File: src/rtl/wb_bridge_pkg.sv
// Shared state type and default widths for the Wishbone-to-device bridge.
package wb_bridge_pkg;

  typedef enum logic [1:0] {
    IDLE,
    ACTIVE,
    DRAIN
  } wb_bridge_state_e;

  localparam int unsigned DefDataWidth      = 32;
  localparam int unsigned DefAddressWidth   = 32;
  localparam int unsigned DefMaxOutstanding = 2;
  localparam int unsigned DefTimeoutCycles  = 64;

endpackage

File: src/rtl/wb_device_bridge_if.sv
// Crossbar-side Wishbone slave port plus device req/rvalid port of one bridge.
// slave = bridge view; master = the crossbar and device surrounding it.
interface wb_device_bridge_if
  import wb_bridge_pkg::*;
#(
  parameter int unsigned DataWidth    = DefDataWidth,
  parameter int unsigned AddressWidth = DefAddressWidth
);
  localparam int unsigned BeWidth = DataWidth / 8;

  logic                    wb_cyc_i;
  logic                    wb_stb_i;
  logic                    wb_we_i;
  logic [AddressWidth-1:0] wb_addr_i;
  logic [DataWidth-1:0]    wb_data_i;
  logic [BeWidth-1:0]      wb_sel_i;
  logic                    wb_stall_o;
  logic                    wb_ack_o;
  logic [DataWidth-1:0]    wb_data_o;
  logic                    wb_err_o;

  logic                    device_req_o;
  logic [AddressWidth-1:0] device_addr_o;
  logic                    device_we_o;
  logic [BeWidth-1:0]      device_be_o;
  logic [DataWidth-1:0]    device_wdata_o;
  logic                    device_rvalid_i;
  logic [DataWidth-1:0]    device_rdata_i;
  logic                    device_err_i;

  modport slave (
    input  wb_cyc_i, wb_stb_i, wb_we_i, wb_addr_i, wb_data_i, wb_sel_i,
    output wb_stall_o, wb_ack_o, wb_data_o, wb_err_o,
    output device_req_o, device_addr_o, device_we_o, device_be_o, device_wdata_o,
    input  device_rvalid_i, device_rdata_i, device_err_i
  );

  modport master (
    output wb_cyc_i, wb_stb_i, wb_we_i, wb_addr_i, wb_data_i, wb_sel_i,
    input  wb_stall_o, wb_ack_o, wb_data_o, wb_err_o,
    input  device_req_o, device_addr_o, device_we_o, device_be_o, device_wdata_o,
    output device_rvalid_i, device_rdata_i, device_err_i
  );

endinterface

File: src/rtl/wb_device_bridge.sv
// Wishbone pipelined slave to Ibex-style device adapter; WB_DEVICE_BRIDGE_TIMEOUT_EN adds a silent-device timeout.
// Latency: accept at N, device rvalid at N+1, ack/err at N+2 (response registered, request combinational).
// Backpressure: stall while MaxOutstanding requests are unanswered, while draining, and for one cycle out of reset.
module wb_device_bridge
  import wb_bridge_pkg::*;
#(
  parameter int unsigned DataWidth      = DefDataWidth,
  parameter int unsigned AddressWidth   = DefAddressWidth,
  parameter int unsigned MaxOutstanding = DefMaxOutstanding,
  parameter int unsigned TimeoutCycles  = DefTimeoutCycles
) (
  input  logic                    clk_i,
  input  logic                    rst_ni,
  wb_device_bridge_if.slave       bus
);

  localparam int unsigned CntW = $clog2(MaxOutstanding + 1);
  typedef logic [CntW-1:0] cnt_t;

  wb_bridge_state_e     state_q, state_d;
  cnt_t                 cnt_q, cnt_d;
  logic                 rst_done_q;
  logic                 ack_q, err_q;
  logic [DataWidth-1:0] data_q;
  logic                 at_limit, accept, counted_rvalid, resp_en, timeout_hit;

  assign at_limit       = (cnt_q == cnt_t'(MaxOutstanding));
  // Stall depends only on state and rvalid, never on wb_stb_i.
  assign bus.wb_stall_o = ~rst_done_q | (state_q == DRAIN) | (at_limit & ~bus.device_rvalid_i);
  assign accept         = bus.wb_cyc_i & bus.wb_stb_i & ~bus.wb_stall_o & (state_q != DRAIN);
  assign counted_rvalid = bus.device_rvalid_i & (cnt_q != '0);
  assign resp_en        = counted_rvalid & bus.wb_cyc_i & (state_q != DRAIN);

  assign bus.device_req_o   = accept;
  assign bus.device_addr_o  = bus.wb_addr_i;
  assign bus.device_we_o    = bus.wb_we_i;
  assign bus.device_be_o    = bus.wb_sel_i;
  assign bus.device_wdata_o = bus.wb_data_i;

  assign bus.wb_ack_o  = ack_q;
  assign bus.wb_err_o  = err_q;
  assign bus.wb_data_o = data_q;

`ifdef WB_DEVICE_BRIDGE_TIMEOUT_EN
  localparam int unsigned TimerW = $clog2(TimeoutCycles + 1);
  logic [TimerW-1:0] timer_q;

  // timer_q counts cycles since the last accept/rvalid, that cycle included.
  assign timeout_hit = (cnt_q != '0) & ~accept & ~bus.device_rvalid_i &
                       (timer_q == TimerW'(TimeoutCycles - 1));

  always_ff @(posedge clk_i or negedge rst_ni) begin
    if (!rst_ni) begin
      timer_q <= '0;
    end else if (accept | bus.device_rvalid_i) begin
      timer_q <= TimerW'(1);
    end else if (timeout_hit) begin
      timer_q <= '0;
    end else if (cnt_q != '0) begin
      timer_q <= timer_q + TimerW'(1);
    end
  end
`else
  assign timeout_hit = 1'b0;
`endif

  always_comb begin
    cnt_d   = cnt_q;
    state_d = state_q;
    if (accept & ~counted_rvalid) begin
      cnt_d = cnt_q + cnt_t'(1);
    end else if (~accept & counted_rvalid) begin
      cnt_d = cnt_q - cnt_t'(1);
    end
    case (state_q)
      IDLE:    if (accept) state_d = ACTIVE;
      ACTIVE: begin
        if (cnt_d == '0)       state_d = IDLE;
        else if (~bus.wb_cyc_i) state_d = DRAIN;
      end
      DRAIN:   if (cnt_d == '0) state_d = IDLE;
      default: state_d = IDLE;
    endcase
    if (timeout_hit) begin
      cnt_d   = '0;
      state_d = IDLE;
    end
  end

  always_ff @(posedge clk_i or negedge rst_ni) begin
    if (!rst_ni) begin
      state_q    <= IDLE;
      cnt_q      <= '0;
      rst_done_q <= 1'b0;
    end else begin
      state_q    <= state_d;
      cnt_q      <= cnt_d;
      rst_done_q <= 1'b1;
    end
  end

  // Responses are dropped outside the crossbar's cycle and while draining.
  always_ff @(posedge clk_i or negedge rst_ni) begin
    if (!rst_ni) begin
      ack_q  <= 1'b0;
      err_q  <= 1'b0;
      data_q <= '0;
    end else begin
      ack_q <= resp_en & ~bus.device_err_i;
      err_q <= (resp_en & bus.device_err_i) | (timeout_hit & bus.wb_cyc_i);
      if (resp_en) data_q <= bus.device_rdata_i;
    end
  end

endmodule

File: src/flat_wrapper.sv
// flat-port wrapper written by rule: the top's interface ports become plain ports
module wb_device_bridge_flat import wb_bridge_pkg::*;
#(
  parameter int unsigned DataWidth      = DefDataWidth,
  parameter int unsigned AddressWidth   = DefAddressWidth,
  parameter int unsigned MaxOutstanding = DefMaxOutstanding,
  parameter int unsigned TimeoutCycles  = DefTimeoutCycles
)
  (clk_i, rst_ni, bus_wb_cyc_i, bus_wb_stb_i, bus_wb_we_i, bus_wb_addr_i, bus_wb_data_i, bus_wb_sel_i, bus_wb_stall_o, bus_wb_ack_o, bus_wb_data_o, bus_wb_err_o, bus_device_req_o, bus_device_addr_o, bus_device_we_o, bus_device_be_o, bus_device_wdata_o, bus_device_rvalid_i, bus_device_rdata_i, bus_device_err_i);
  wb_device_bridge_if #(.DataWidth(DataWidth), .AddressWidth(AddressWidth)) bus_i ();
  input  logic clk_i;
  input  logic rst_ni;
  input wire logic [$bits(bus_i.wb_cyc_i)-1:0] bus_wb_cyc_i;
  input wire logic [$bits(bus_i.wb_stb_i)-1:0] bus_wb_stb_i;
  input wire logic [$bits(bus_i.wb_we_i)-1:0] bus_wb_we_i;
  input wire logic [$bits(bus_i.wb_addr_i)-1:0] bus_wb_addr_i;
  input wire logic [$bits(bus_i.wb_data_i)-1:0] bus_wb_data_i;
  input wire logic [$bits(bus_i.wb_sel_i)-1:0] bus_wb_sel_i;
  output wire logic [$bits(bus_i.wb_stall_o)-1:0] bus_wb_stall_o;
  output wire logic [$bits(bus_i.wb_ack_o)-1:0] bus_wb_ack_o;
  output wire logic [$bits(bus_i.wb_data_o)-1:0] bus_wb_data_o;
  output wire logic [$bits(bus_i.wb_err_o)-1:0] bus_wb_err_o;
  output wire logic [$bits(bus_i.device_req_o)-1:0] bus_device_req_o;
  output wire logic [$bits(bus_i.device_addr_o)-1:0] bus_device_addr_o;
  output wire logic [$bits(bus_i.device_we_o)-1:0] bus_device_we_o;
  output wire logic [$bits(bus_i.device_be_o)-1:0] bus_device_be_o;
  output wire logic [$bits(bus_i.device_wdata_o)-1:0] bus_device_wdata_o;
  input wire logic [$bits(bus_i.device_rvalid_i)-1:0] bus_device_rvalid_i;
  input wire logic [$bits(bus_i.device_rdata_i)-1:0] bus_device_rdata_i;
  input wire logic [$bits(bus_i.device_err_i)-1:0] bus_device_err_i;
  assign bus_i.wb_cyc_i = bus_wb_cyc_i;
  assign bus_i.wb_stb_i = bus_wb_stb_i;
  assign bus_i.wb_we_i = bus_wb_we_i;
  assign bus_i.wb_addr_i = bus_wb_addr_i;
  assign bus_i.wb_data_i = bus_wb_data_i;
  assign bus_i.wb_sel_i = bus_wb_sel_i;
  assign bus_wb_stall_o = bus_i.wb_stall_o;
  assign bus_wb_ack_o = bus_i.wb_ack_o;
  assign bus_wb_data_o = bus_i.wb_data_o;
  assign bus_wb_err_o = bus_i.wb_err_o;
  assign bus_device_req_o = bus_i.device_req_o;
  assign bus_device_addr_o = bus_i.device_addr_o;
  assign bus_device_we_o = bus_i.device_we_o;
  assign bus_device_be_o = bus_i.device_be_o;
  assign bus_device_wdata_o = bus_i.device_wdata_o;
  assign bus_i.device_rvalid_i = bus_device_rvalid_i;
  assign bus_i.device_rdata_i = bus_device_rdata_i;
  assign bus_i.device_err_i = bus_device_err_i;
  wb_device_bridge #(.DataWidth(DataWidth), .AddressWidth(AddressWidth), .MaxOutstanding(MaxOutstanding), .TimeoutCycles(TimeoutCycles)) u_core (.clk_i(clk_i), .rst_ni(rst_ni), .bus(bus_i));
endmodule
File: config.mk
export PLATFORM = sky130hd
export DESIGN_NAME = wb_device_bridge_flat
export DESIGN_NICKNAME = d
export VERILOG_FILES = /design/src/rtl/wb_bridge_pkg.sv /design/src/rtl/wb_device_bridge_if.sv /design/src/rtl/wb_device_bridge.sv /design/src/flat_wrapper.sv
export SDC_FILE = /design/constraint.sdc
export NUM_CORES = 1
export LEC_CHECK = 0
export ABC_AREA = 1
export CAP_MARGIN = 20
export CORE_MARGIN = 4
export CORE_UTILIZATION = 30
export DETAILED_ROUTE_END_ITERATION = 16
export GPL_TIMING_DRIVEN = 1
export PLACE_DENSITY_LB_ADDON = 0.15
export SKIP_LAST_GASP = 1
export SLEW_MARGIN = 20
export SYNTH_ARGS = -nofsm -noshare
export SYNTH_HDL_FRONTEND = slang
export SYNTH_SLANG_ARGS = --single-unit
File: constraint.sdc
create_clock -name clk_i -period 2.51 [get_ports clk_i]
set_clock_uncertainty 0.15 [all_clocks]
set_input_delay 0.502 -clock clk_i [delete_from_list [all_inputs] [get_ports clk_i]]
set_output_delay 0.502 -clock clk_i [all_outputs]
set_load 0.05 [all_outputs]
==> flow_summary.rst, run 1 <==
.. list-table::
   :header-rows: 1

   * - Metric
     - Value
   * - Biggest fanout along the worst timing path
     - 5
   * - Core Box Area
     - 6940 um^2
   * - Largest buffer count on any clock path
     - 2
   * - Number of antenna violations at the first check in global routing
     - 0
   * - Setup repair bufs after CTS
     - 0
   * - Post-synthesis instance total
     - 196
   * - Clock tree from TritonCTS
     - built
   * - Post-synthesis cell type with the largest combined area
     - dfrtp_1
   * - Port buffer count
     - 73
   * - Hold/Removal Path Class
     - primary input to asynchronous set/reset pin
   * - Fill cell total of the finished layout
     - 699
   * - P_leak
     - 0.00115 uW
   * - List of cells traversed by the critical path
     - clkdlybuf4s50_1, nand2_1, inv_2, nand4_4, inv_1, buf_12
   * - Effective utilization at floorplan
     - 31.6%
   * - Register clock-pin slew on the reported worst setup and hold paths
     - 0.08 ns
   * - Die ar.
     - 8740 um^2
   * - Unrepaired setup endpoints after global routing
     - no
   * - Headroom to the max-slew limit
     - 64.1%
   * - Synthesized cell area
     - 2190 um^2
   * - Vias in the first global route
     - 1,379
   * - Number of flip-flops and latches in the synthesized netlist
     - 39
   * - Number of placement rows
     - 30
   * - Share of the synthesized area in the top cell type
     - 44.5%
   * - Power density over the cells
     - 1390 nW/um^2
   * - TNS Setup
     - 0 ns
   * - Nets
     - 315
   * - Total number of vias
     - 1,283
   * - Total global routing track utilization
     - 10.7%
   * - Crit path capture type
     - output port
   * - Fmax
     - 0.437 GHz
   * - Boundary pin count
     - 212
   * - CTS root buffer
     - clkbuf_8
   * - Share of the yosys chip area belonging to registers
     - 44.5%
   * - Total length of routed wires
     - 4680 um
   * - Global placer's final weighted congestion
     - 0.747
   * - Critical setup path kind
     - primary input to output port
   * - DR pass1 iterations
     - 2
   * - WL per Instance
     - 15.6 um
   * - Global-route wire length before repair
     - 7270 um
   * - Die X-Extent
     - 93.5 um
   * - Distinct cell type count of the synthesized netlist
     - 22
   * - Total of hold buffers inserted after clock tree synthesis
     - 0
   * - H-tree depth reported by CTS
     - 2
   * - Post-CTS Resized
     - 0
   * - Area growth from synthesis to final layout
     - 19.9%
   * - Final hold vios
     - 0
   * - Run status
     - finished, final reports clean
   * - Post-Syn Area per Cell
     - 11.2 um^2
   * - Post-detail-place hpwl
     - 3660 um
   * - Min Clock Period, post-route
     - 2.29 ns
   * - Max Transition Viols Final
     - 0
   * - Residual DRC count
     - 0
   * - Pin slew with the least headroom to its limit
     - 0.537 ns
   * - Overall die height
     - 93.5 um
   * - Antenna cells
     - 0
   * - Pin count of the biggest net entering global routing
     - 40
   * - Crit path DAT
     - 1.63 ns
   * - Largest stage delay on the critical path
     - 0.55 ns
   * - Final setup vio count
     - 0
   * - Detail-routed via count per cell
     - 4.26
   * - Net count after synthesis
     - 305
   * - Required time of the critical path
     - 1.86 ns
   * - Master of the slowest instance on the critical path
     - clkdlybuf4s50_1
   * - Final core utilization
     - 37.9%
   * - Dominant cells by area after synthesis
     - dfrtp_1 44%, buf_4 24%, mux2_2 12%
   * - Number of buffers inserted during clock tree synthesis
     - 5
   * - Global route total overflow
     - 0
   * - Maxcap violations
     - 0
   * - Share of final-layout standard cells stronger than drive strength 1
     - 24.9%
   * - Startpoint type of the worst setup path
     - primary input
   * - DRC violation total after the first TritonRoute iteration
     - 18
   * - Worst skew pair latency
     - 0.28 ns
   * - ANT nets after route
     - 0
   * - Yosys synthesis warning count
     - 0
   * - Number of sinks on the clock net
     - 39
   * - Post-route clock period utilization
     - 91.1%
   * - Maximum vdd drop
     - 0.000519 V
==> synth_stat cells, drive strengths merged <==
library cell and count:
conb 1, nor2 7, o32ai 1, dfrtp 39, ha 2, mux2 32
nand3b 1, inv 14, buf 72, nand2 16, nand3 8, nand4 3
==> layer usage <==
metal,GRT usage (%),vias up,share of wire [%]
met5,0,-,0
met4,4.15,0,3.6
met3,6.52,31,13
met2,17.6,76,49
met1,11.1,602,34
li1,-,574,-
==> stage by stage <==
stage	total power [uW]	instance area, um^2	worst slack [ns]	std cells	hold WS, ns
5_1_grt	3870	2630	0.133	301	0.145
6_report	3660	2630	0.223	301	0.116
3_3_place_gp	3310	2550	0.243	295	0.328
4_1_cts	3720	2630	0.222	301	0.132
3_5_place_dp	3310	2550	0.228	295	0.336
2_1_floorplan	2820	2190	0.618	196	0.0564
==> final timing paths <==
kind	startpoint	end	slack, ns	depth (start not counted)
worst min register to register	u_core.bus.wb_data_o[11]	u_core.bus.wb_data_o[11]	0.35	1
min in group clk_i	u_core.bus.wb_data_o[11]	u_core.bus.wb_data_o[11]	0.35	1
max in group asynchronous	rst_ni	u_core.state_q[1]	1.73	2
worst min-delay path	rst_ni	u_core.bus.wb_data_o[21]	0.12	2
worst max register to register	u_core.cnt_q[0]	u_core.bus.wb_data_o[9]	0.61	8
worst max-delay path	bus_wb_cyc_i	bus_device_req_o	0.22	6
==> registers in the layout (all words and copies together), names as in the netlist <==
| signal | cells |
|---|---|
| u_core.rst_done_q | 1 |
| u_core.bus.wb_err_o | 1 |
| u_core.bus.wb_data_o | 32 |
| u_core.state_q | 2 |
| u_core.cnt_q | 2 |
| u_core.bus.wb_ack_o | 1 |
==> cell type report <==
class / instances / area (um^2) / area share (%)
tap: 96 / 120 / 4.57
clock inverter: 1 / 7.51 / 0.285
inverter: 14 / 52.6 / 2.00
multi-input combinational: 71 / 632 / 24.0
clock buffer: 5 / 68.8 / 2.62
sequential: 39 / 976 / 37.1
timing repair buffer: 75 / 773 / 29.4
==> kinds of logic (layout without fill, tap and decap cells) <==
| kind of cell | after synthesis | count (layout) | share of synthesized area, % |
|---|---|---|---|
| buffers and inverters | 86 | 95 | 26.7 |
| multiplexers | 32 | 32 | 16.4 |
| adder cells (fa/ha/maj) | 2 | 2 | 1.14 |
| AO/OA/AOI/OAI | 1 | 1 | 0.399 |
| AND/OR/NAND/NOR | 35 | 35 | 10.7 |
| other | 1 | 1 | 0.171 |
| flip-flops | 39 | 39 | 44.5 |
==> worst max-delay path: cells and delay by family <==
kind | cells | cell delay (ns)
buffers and inverters | 4 | 0.92
and+or+nand+nor | 2 | 0.21
==> power breakdown <==
group	leakage (uW)	switching (uW)	internal, uW
Sequential	0.000468	144	918
Combinational	0.000643	1390	815
Clock	0.0000361	208	184
Total	0.00115	1740	1920
==> placed cells by master, fill, tap and decap left out, drive strengths merged <==
master / n
nand3: 8
nor2: 7
clkbuf: 5
clkinvlp: 1
nand3b: 1
ha: 2
buf: 5
nand2: 16
inv: 14
o32ai: 1
clkdlybuf4s50: 70
conb: 1
mux2: 32
nand4: 3
dfrtp: 39
Power figures use the tool's default switching activity.
==> run 2, diff against run 1 <==
Settings changed: CORE_MARGIN 4 to 3.
==> run 2 against run 1 <==
  * Sequential share of layout area is 0.18 points lower
  * Clock power is 4% higher
  * Core utilization is 0.18 points higher
  * Register-to-register slack better by 0.04 ns
  * Largest power group unchanged
  * Cell area is 0.48% higher
  * Sequential cell count stayed put
  * Largest cell class unchanged
  * Wire length is 5.4% higher
  * Global-route usage is 1.2 points higher
  * Count of clock-buffer cells in the layout is 2 higher
==> flow_summary.rst, run 2 (synthesized netlist as in run 1, its figures left out) <==
.. list-table::
   :header-rows: 1

   * - Metric
     - Value
   * - Routed length on met3
     - 515 um (-14%)
   * - Pin slew with the least headroom to its limit
     - 0.528 ns (-0.00867 ns)
   * - DR pass1 iterations
     - 4 (+2)
   * - Number of antenna violations at the first check in global routing
     - 0 (unchanged)
   * - Share of final-layout standard cells stronger than drive strength 1
     - 25.0% (+0.12 points)
   * - Biggest fanout along the worst timing path
     - 5 (unchanged)
   * - Vias in the first global route
     - 1,389 (+0.73%)
   * - Number of placement rows
     - 30 (unchanged)
   * - Clock tree from TritonCTS
     - built
   * - Unrepaired setup endpoints after global routing
     - no
   * - Detail-routed via count per cell
     - 4.19 (-1.6%)
   * - Effective utilization at floorplan
     - 31.6% (unchanged)
   * - Port buffer count
     - 73 (unchanged)
   * - Maxcap violations
     - 0 (unchanged)
   * - Nets
     - 316 (+0.32%)
   * - Post-CTS Resized
     - 0 (unchanged)
   * - Leading cell types in the layout, fill and taps excluded
     - 70 x clkdlybuf4s50_1, 39 x dfrtp_1, 24 x mux2_2
   * - Final hold vios
     - 0 (unchanged)
   * - Max Transition Viols Final
     - 0 (unchanged)
   * - CTS root buffer
     - clkbuf_8
   * - Master of the slowest instance on the critical path
     - clkdlybuf4s50_1
   * - TNS Setup
     - 0 ns (unchanged)
   * - Global placer's final weighted congestion
     - 0.758 (+1.5%)
   * - Die X-Extent
     - 91.5 um (-2.1%)
   * - Final setup vio count
     - 0 (unchanged)
   * - Hold/Removal Path Class
     - primary input to asynchronous set/reset pin
   * - Buf/Inv on CP
     - 4 (unchanged)
   * - Met1 layer wirelength in the final routing
     - 1640 um (+1.9%)
   * - Worst skew pair latency
     - 0.28 ns (about the same)
   * - Largest buffer count on any clock path
     - 2 (unchanged)
   * - Total global routing track utilization
     - 12.0% (+1.2 points)
   * - Post-route insts no fill
     - 304 (+1.0%)
   * - Antenna cells
     - 0 (unchanged)
   * - Fmax
     - 0.436 GHz (-0.22%)
   * - Die ar.
     - 8370 um^2 (-4.2%)
   * - Register clock-pin slew on the reported worst setup and hold paths
     - 0.08 ns (about the same)
   * - Pin count of the biggest net entering global routing
     - 40 (unchanged)
   * - Post-route clock period utilization
     - 91.3% (+0.20 points)
   * - Total of hold buffers inserted after clock tree synthesis
     - 0 (unchanged)
   * - Amount of wire on met2 after detailed routing
     - 2610 um (+13%)
   * - Worst path top cell family by delay
     - buffers and inverters
   * - P_leak
     - 0.00116 uW (+0.91%)
   * - Worst reg-to-reg setup slack
     - 0.65 ns (+0.04 ns)
   * - Number of buffers inserted during clock tree synthesis
     - 5 (unchanged)
   * - Residual DRC count
     - 0 (unchanged)
   * - Startpoint type of the worst setup path
     - primary input
   * - Overall die height
     - 91.5 um (-2.1%)
   * - Fill cell total of the finished layout
     - 712 (+1.9%)
   * - Top Metal Used
     - met4
   * - Critical setup path kind
     - primary input to output port
   * - Run status
     - finished, final reports clean
   * - Post-detail-place hpwl
     - 3880 um (+6.1%)
   * - Crit path DAT
     - 1.64 ns (about the same)
   * - Area growth from synthesis to final layout
     - 20.5%
   * - Headroom to the max-slew limit
     - 64.7% (+0.58 points)
   * - Number of sinks on the clock net
     - 39 (unchanged)
   * - Global-route wire length before repair
     - 7680 um (+5.7%)
   * - Placed cell count
     - 296 (+0.34%)
   * - H-tree depth reported by CTS
     - 2 (unchanged)
   * - Leading cell type in the layout, fill and taps excluded
     - clkdlybuf4s50_1
   * - Largest stage delay on the critical path
     - 0.54 ns (about the same)
   * - Total length of routed wires
     - 4940 um (+5.4%)
   * - WL per Instance
     - 16.2 um (+4.4%)
   * - DRC violation total after the first TritonRoute iteration
     - 30 (+12)
   * - List of cells traversed by the critical path
     - clkdlybuf4s50_1, nand2_1, inv_2, nand4_4, inv_1, buf_12
   * - Max FFs per register
     - 32 (unchanged)
   * - ANT nets after route
     - 0 (unchanged)
   * - Boundary pin count
     - 212 (unchanged)
   * - Global route total overflow
     - 0 (unchanged)
   * - Min Clock Period, post-route
     - 2.29 ns (+0.00495 ns)
   * - Core Box Area
     - 6940 um^2 (unchanged)
   * - Required time of the critical path
     - 1.86 ns (about the same)
   * - Total number of vias
     - 1,275 (-0.62%)
   * - Power density over the cells
     - 1390 nW/um^2 (-0.18%)
   * - Maximum vdd drop
     - 0.000562 V (+8.4%)
   * - Crit path capture type
     - output port
   * - Setup repair bufs after CTS
     - 0 (unchanged)
-- run 2: cell count changes in the layout (fill, tap and decap cells not counted) --
cell and delta:
clkbuf_1 +2, buf_4 +1, clkinv_2 +1, clkinvlp_4 -1
-- run 2: where the power goes --
| group | switching (uW) | leakage (uW) | internal, uW |
|---|---|---|---|
| Clock | 213 | 0.0000422 | 195 |
| Sequential | 140 | 0.000468 | 918 |
| Combinational | 1390 | 0.000647 | 819 |
-- run 2: cell type report --
class	count	area [um^2]	share of cell area (%)
clock buffer	7	76.3	2.89
clock inverter	1	5.00	0.189
inverter	14	52.6	1.99
multi-input combinational	71	632	23.9
sequential	39	976	36.9
tap	96	120	4.55
timing repair buffer	76	781	29.5
-- run 2: worst register-to-register path: stages (launching register included) --
cell	delay (ns)
dfrtp_1	0.39
inv_1	0.13
ha_1	0.17
inv_1	0.04
nand2_1	0.14
inv_2	0.08
nand3_2	0.10
buf_12	0.19
mux2_2	0.36
-- run 2: metal layers --
metal	up-vias	GRT usage, %
met5	-	0
met4	0	5.65
met3	26	5.80
met2	80	21.0
met1	592	11.7
li1	577	-
-- run 2: per-stage QoR --
stage | total power [uW] | utilization [%] | cell area (um^2) | worst slack (ns) | hold WS (ns)
CTS | 3740 | 38.1 | 2640 | 0.211 | 0.134
finish | 3670 | 38.1 | 2640 | 0.218 | 0.123
global route | 3880 | 38.1 | 2640 | 0.137 | 0.168
detailed placement | 3310 | 36.9 | 2560 | 0.216 | 0.335
floorplan | 2820 | - | 2190 | 0.618 | 0.0564
global placement | 3310 | 36.9 | 2560 | 0.243 | 0.327
-- run 2: path summary, 6_finish.rpt --
check / cells past startpoint / startpoint / endpoint
min in group clk_i: 1 / u_core.bus.wb_data_o[14] / u_core.bus.wb_data_o[14]
hold reg to reg: 1 / u_core.bus.wb_data_o[14] / u_core.bus.wb_data_o[14]
setup / recovery: 6 / bus_wb_cyc_i / bus_device_req_o
setup reg to reg: 8 / u_core.cnt_q[0] / u_core.bus.wb_data_o[3]
max in group asynchronous: 2 / rst_ni / u_core.bus.wb_data_o[20]
hold / removal: 2 / rst_ni / u_core.bus.wb_data_o[10]
==> run 3, diff against run 2 <==
Settings changed: CORE_MARGIN 3 to 8.
==> run 3 against run 2 <==
  * Clock power is 2% lower
  * Sequential cell count stayed put
  * Core utilization is 1.1 points lower
  * Wire length is 11% higher
  * Sequential share of layout area is 0.16 points lower
  * Register-to-register slack worse by 0.04 ns
  * Global-route usage is 1.3 points lower
  * Hold slack worse by 0.10 ns
  * Count of clock-buffer cells in the layout is 2 lower
  * Critical path depth stayed put
  * Total power is 0.17% higher
  * Critical endpoint unchanged
==> flow_summary.rst, run 3 (synthesized netlist as in run 1, its figures left out) <==
.. list-table::
   :header-rows: 1

   * - Metric
     - Value
   * - Run status
     - finished, final reports clean
   * - Crit path DAT
     - 1.64 ns (about the same)
   * - Leading cell types in the layout, fill and taps excluded
     - 70 x clkdlybuf4s50_1, 39 x dfrtp_1, 24 x mux2_2
   * - Global-route wire length before repair
     - 8200 um (+6.8%)
   * - Port buffer count
     - 73 (unchanged)
   * - P_leak
     - 0.00116 uW (-0.13%)
   * - Master of the slowest instance on the critical path
     - clkdlybuf4s50_1
   * - Headroom to the max-slew limit
     - 64.2% (-0.45 points)
   * - Total length of routed wires
     - 5480 um (+11%)
   * - Overall die height
     - 102 um (+11%)
   * - Post-CTS Resized
     - 0 (unchanged)
   * - Crit path capture type
     - output port
   * - Area taken by flip-flops and latches
     - 976 um^2 (unchanged)
   * - Core Box Area
     - 7180 um^2 (+3.3%)
   * - Buf/Inv on CP
     - 4 (unchanged)
   * - Total number of vias
     - 1,256 (-1.5%)
   * - DRC violation total after the first TritonRoute iteration
     - 61 (+100%)
   * - Maximum vdd drop
     - 0.000456 V (-19%)
   * - Switching share of total power
     - 47.7% (+0.33 points)
   * - Register clock-pin slew on the reported worst setup and hold paths
     - 0.08 ns (about the same)
   * - Final setup vio count
     - 0 (unchanged)
   * - Antenna cells
     - 0 (unchanged)
   * - Setup repair bufs after CTS
     - 0 (unchanged)
   * - Global route total overflow
     - 0 (unchanged)
   * - Pin count of the biggest net entering global routing
     - 22 (-45%)
   * - Nets
     - 316 (unchanged)
   * - Cell-internal power
     - 1920 uW (-0.47%)
   * - Area occupied by multi-input gates
     - 632 um^2 (unchanged)
   * - Hold/Removal Path Class
     - primary input to asynchronous set/reset pin
   * - Residual DRC count
     - 0 (unchanged)
   * - Final hold vios
     - 0 (unchanged)
   * - Power density over the cells
     - 1390 nW/um^2 (-0.26%)
   * - Largest stage delay on the critical path
     - 0.54 ns (about the same)
   * - Detail-routed via count per cell
     - 4.12 (-1.8%)
   * - Global placer's final weighted congestion
     - 0.717 (-5.3%)
   * - Largest buffer count on any clock path
     - 2 (unchanged)
   * - Pin slew with the least headroom to its limit
     - 0.535 ns (+0.00665 ns)
   * - Maxcap violations
     - 0 (unchanged)
   * - DR pass1 iterations
     - 4 (unchanged)
   * - Effective utilization at floorplan
     - 30.6% (-1.0 points)
   * - Fmax
     - 0.437 GHz (+0.20%)
   * - ANT nets after route
     - 0 (unchanged)
   * - Leading cell type in the layout, fill and taps excluded
     - clkdlybuf4s50_1
   * - TNS Setup
     - 0 ns (unchanged)
   * - Number of sinks on the clock net
     - 39 (unchanged)
   * - Clock tree from TritonCTS
     - built
   * - Vias in the first global route
     - 1,415 (+1.9%)
   * - Number of buffers inserted during clock tree synthesis
     - 5 (unchanged)
   * - Final-layout worst hold slack
     - 0.0237 ns (-0.0998 ns)
   * - Critical path origin
     - bus_wb_cyc_i
   * - Post-detail-place hpwl
     - 4480 um (+15%)
   * - Fill cell total of the finished layout
     - 720 (+1.1%)
   * - Number of placement rows
     - 31 (+3.3%)
   * - List of cells traversed by the critical path
     - clkdlybuf4s50_1, nand2_1, inv_2, nand4_4, inv_1, buf_12
   * - CTS root buffer
     - clkbuf_8
   * - Clk pwr share
     - 10.8% (-0.3 points)
   * - Post-route clock period utilization
     - 91.1% (-0.18 points)
   * - H-tree depth reported by CTS
     - 2 (unchanged)
   * - Startpoint type of the worst setup path
     - primary input
   * - Final core utilization
     - 37.0% (-1.1 points)
   * - Share of final-layout standard cells stronger than drive strength 1
     - 25.2% (+0.24 points)
   * - Worst skew pair latency
     - 0.27 ns (about the same)
   * - Min Clock Period, post-route
     - 2.29 ns (-0.00447 ns)
   * - Share of total power in combinational logic
     - 60.3% (+0.3 points)
   * - Total of hold buffers inserted after clock tree synthesis
     - 0 (unchanged)
   * - Net switching power of the design
     - 1750 uW (+0.87%)
   * - Die ar.
     - 10,300 um^2 (+23%)
   * - Critical setup path kind
     - primary input to output port
   * - Biggest fanout along the worst timing path
     - 5 (unchanged)
   * - Required time of the critical path
     - 1.86 ns (about the same)
   * - Unrepaired setup endpoints after global routing
     - no
   * - Number of antenna violations at the first check in global routing
     - 0 (unchanged)
   * - WL per Instance
     - 18.0 um (+11%)
   * - Reg2reg start
     - u_core.cnt_q[0]
   * - Max Transition Viols Final
     - 0 (unchanged)
   * - Boundary pin count
     - 212 (unchanged)
   * - Total global routing track utilization
     - 10.7% (-1.3 points)
   * - Part of the power in registers
     - 28.8% (about the same)
   * - Worst path top cell family by delay
     - buffers and inverters
   * - Area growth from synthesis to final layout
     - 21.0%
   * - Die X-Extent
     - 102 um (+11%)
   * - Max FFs per register
     - 32 (unchanged)
-- run 3: final timing paths --
path / endpoint / slack, ns / cells past startpoint
worst min-delay path: u_core.bus.wb_data_o[0] / 0.02 / 1
worst max register to register: u_core.bus.wb_data_o[8] / 0.61 / 8
min in group clk_i: u_core.bus.wb_data_o[29] / 0.35 / 1
worst max-delay path: bus_device_req_o / 0.22 / 6
worst min register to register: u_core.bus.wb_data_o[29] / 0.35 / 1
max in group asynchronous: u_core.rst_done_q / 1.69 / 2
-- run 3: cell type report --
class | instances | area share (%)
Sequential cell | 39 | 36.8
Timing Repair Buffer | 76 | 29.9
Multi-Input combinational cell | 71 | 23.8
Tap cell | 99 | 4.67
Clock buffer | 5 | 2.59
Inverter | 14 | 1.98
Clock inverter | 1 | 0.283
-- run 3: power by group through the flow --
stage	combinational, uW	sequential [uW]	clock, uW
after floorplan	808	2020	0
after global placement	2260	1070	0
after detailed placement	2250	1070	0
after CTS	2250	1060	422
after global routing	2330	1100	448
final	2220	1060	399
-- run 3: stage by stage --
stage               instances  power [uW]  cell area, um^2  worst slack (ns)
finish                    305        3680             2650             0.223
global route              305        3890             2650             0.146
CTS                       305        3740             2650             0.214
detailed placement        299        3320             2580             0.221
global placement          299        3330             2580             0.239
floorplan                 196        2820             2190             0.618
-- run 3: worst register-to-register path, delay by kind of cell (launching register included) --
kind                     cells  cell delay [ns]
flip-flops                   1             0.39
AND/OR/NAND/NOR              2             0.24
buffers and inverters        4             0.49
adder cells (fa/ha/maj)      1             0.17
multiplexers                 1             0.35
-- run 3: metal layers --
metal / vias up / wire (um) / GRT usage [%]
met3: 30 / 633 / 5.57
met4: 0 / 241 / 6.99
met1: 571 / 1840 / 10.6
met2: 82 / 2770 / 17.2
met5: - / 0 / 0
li1: 573 / - / -
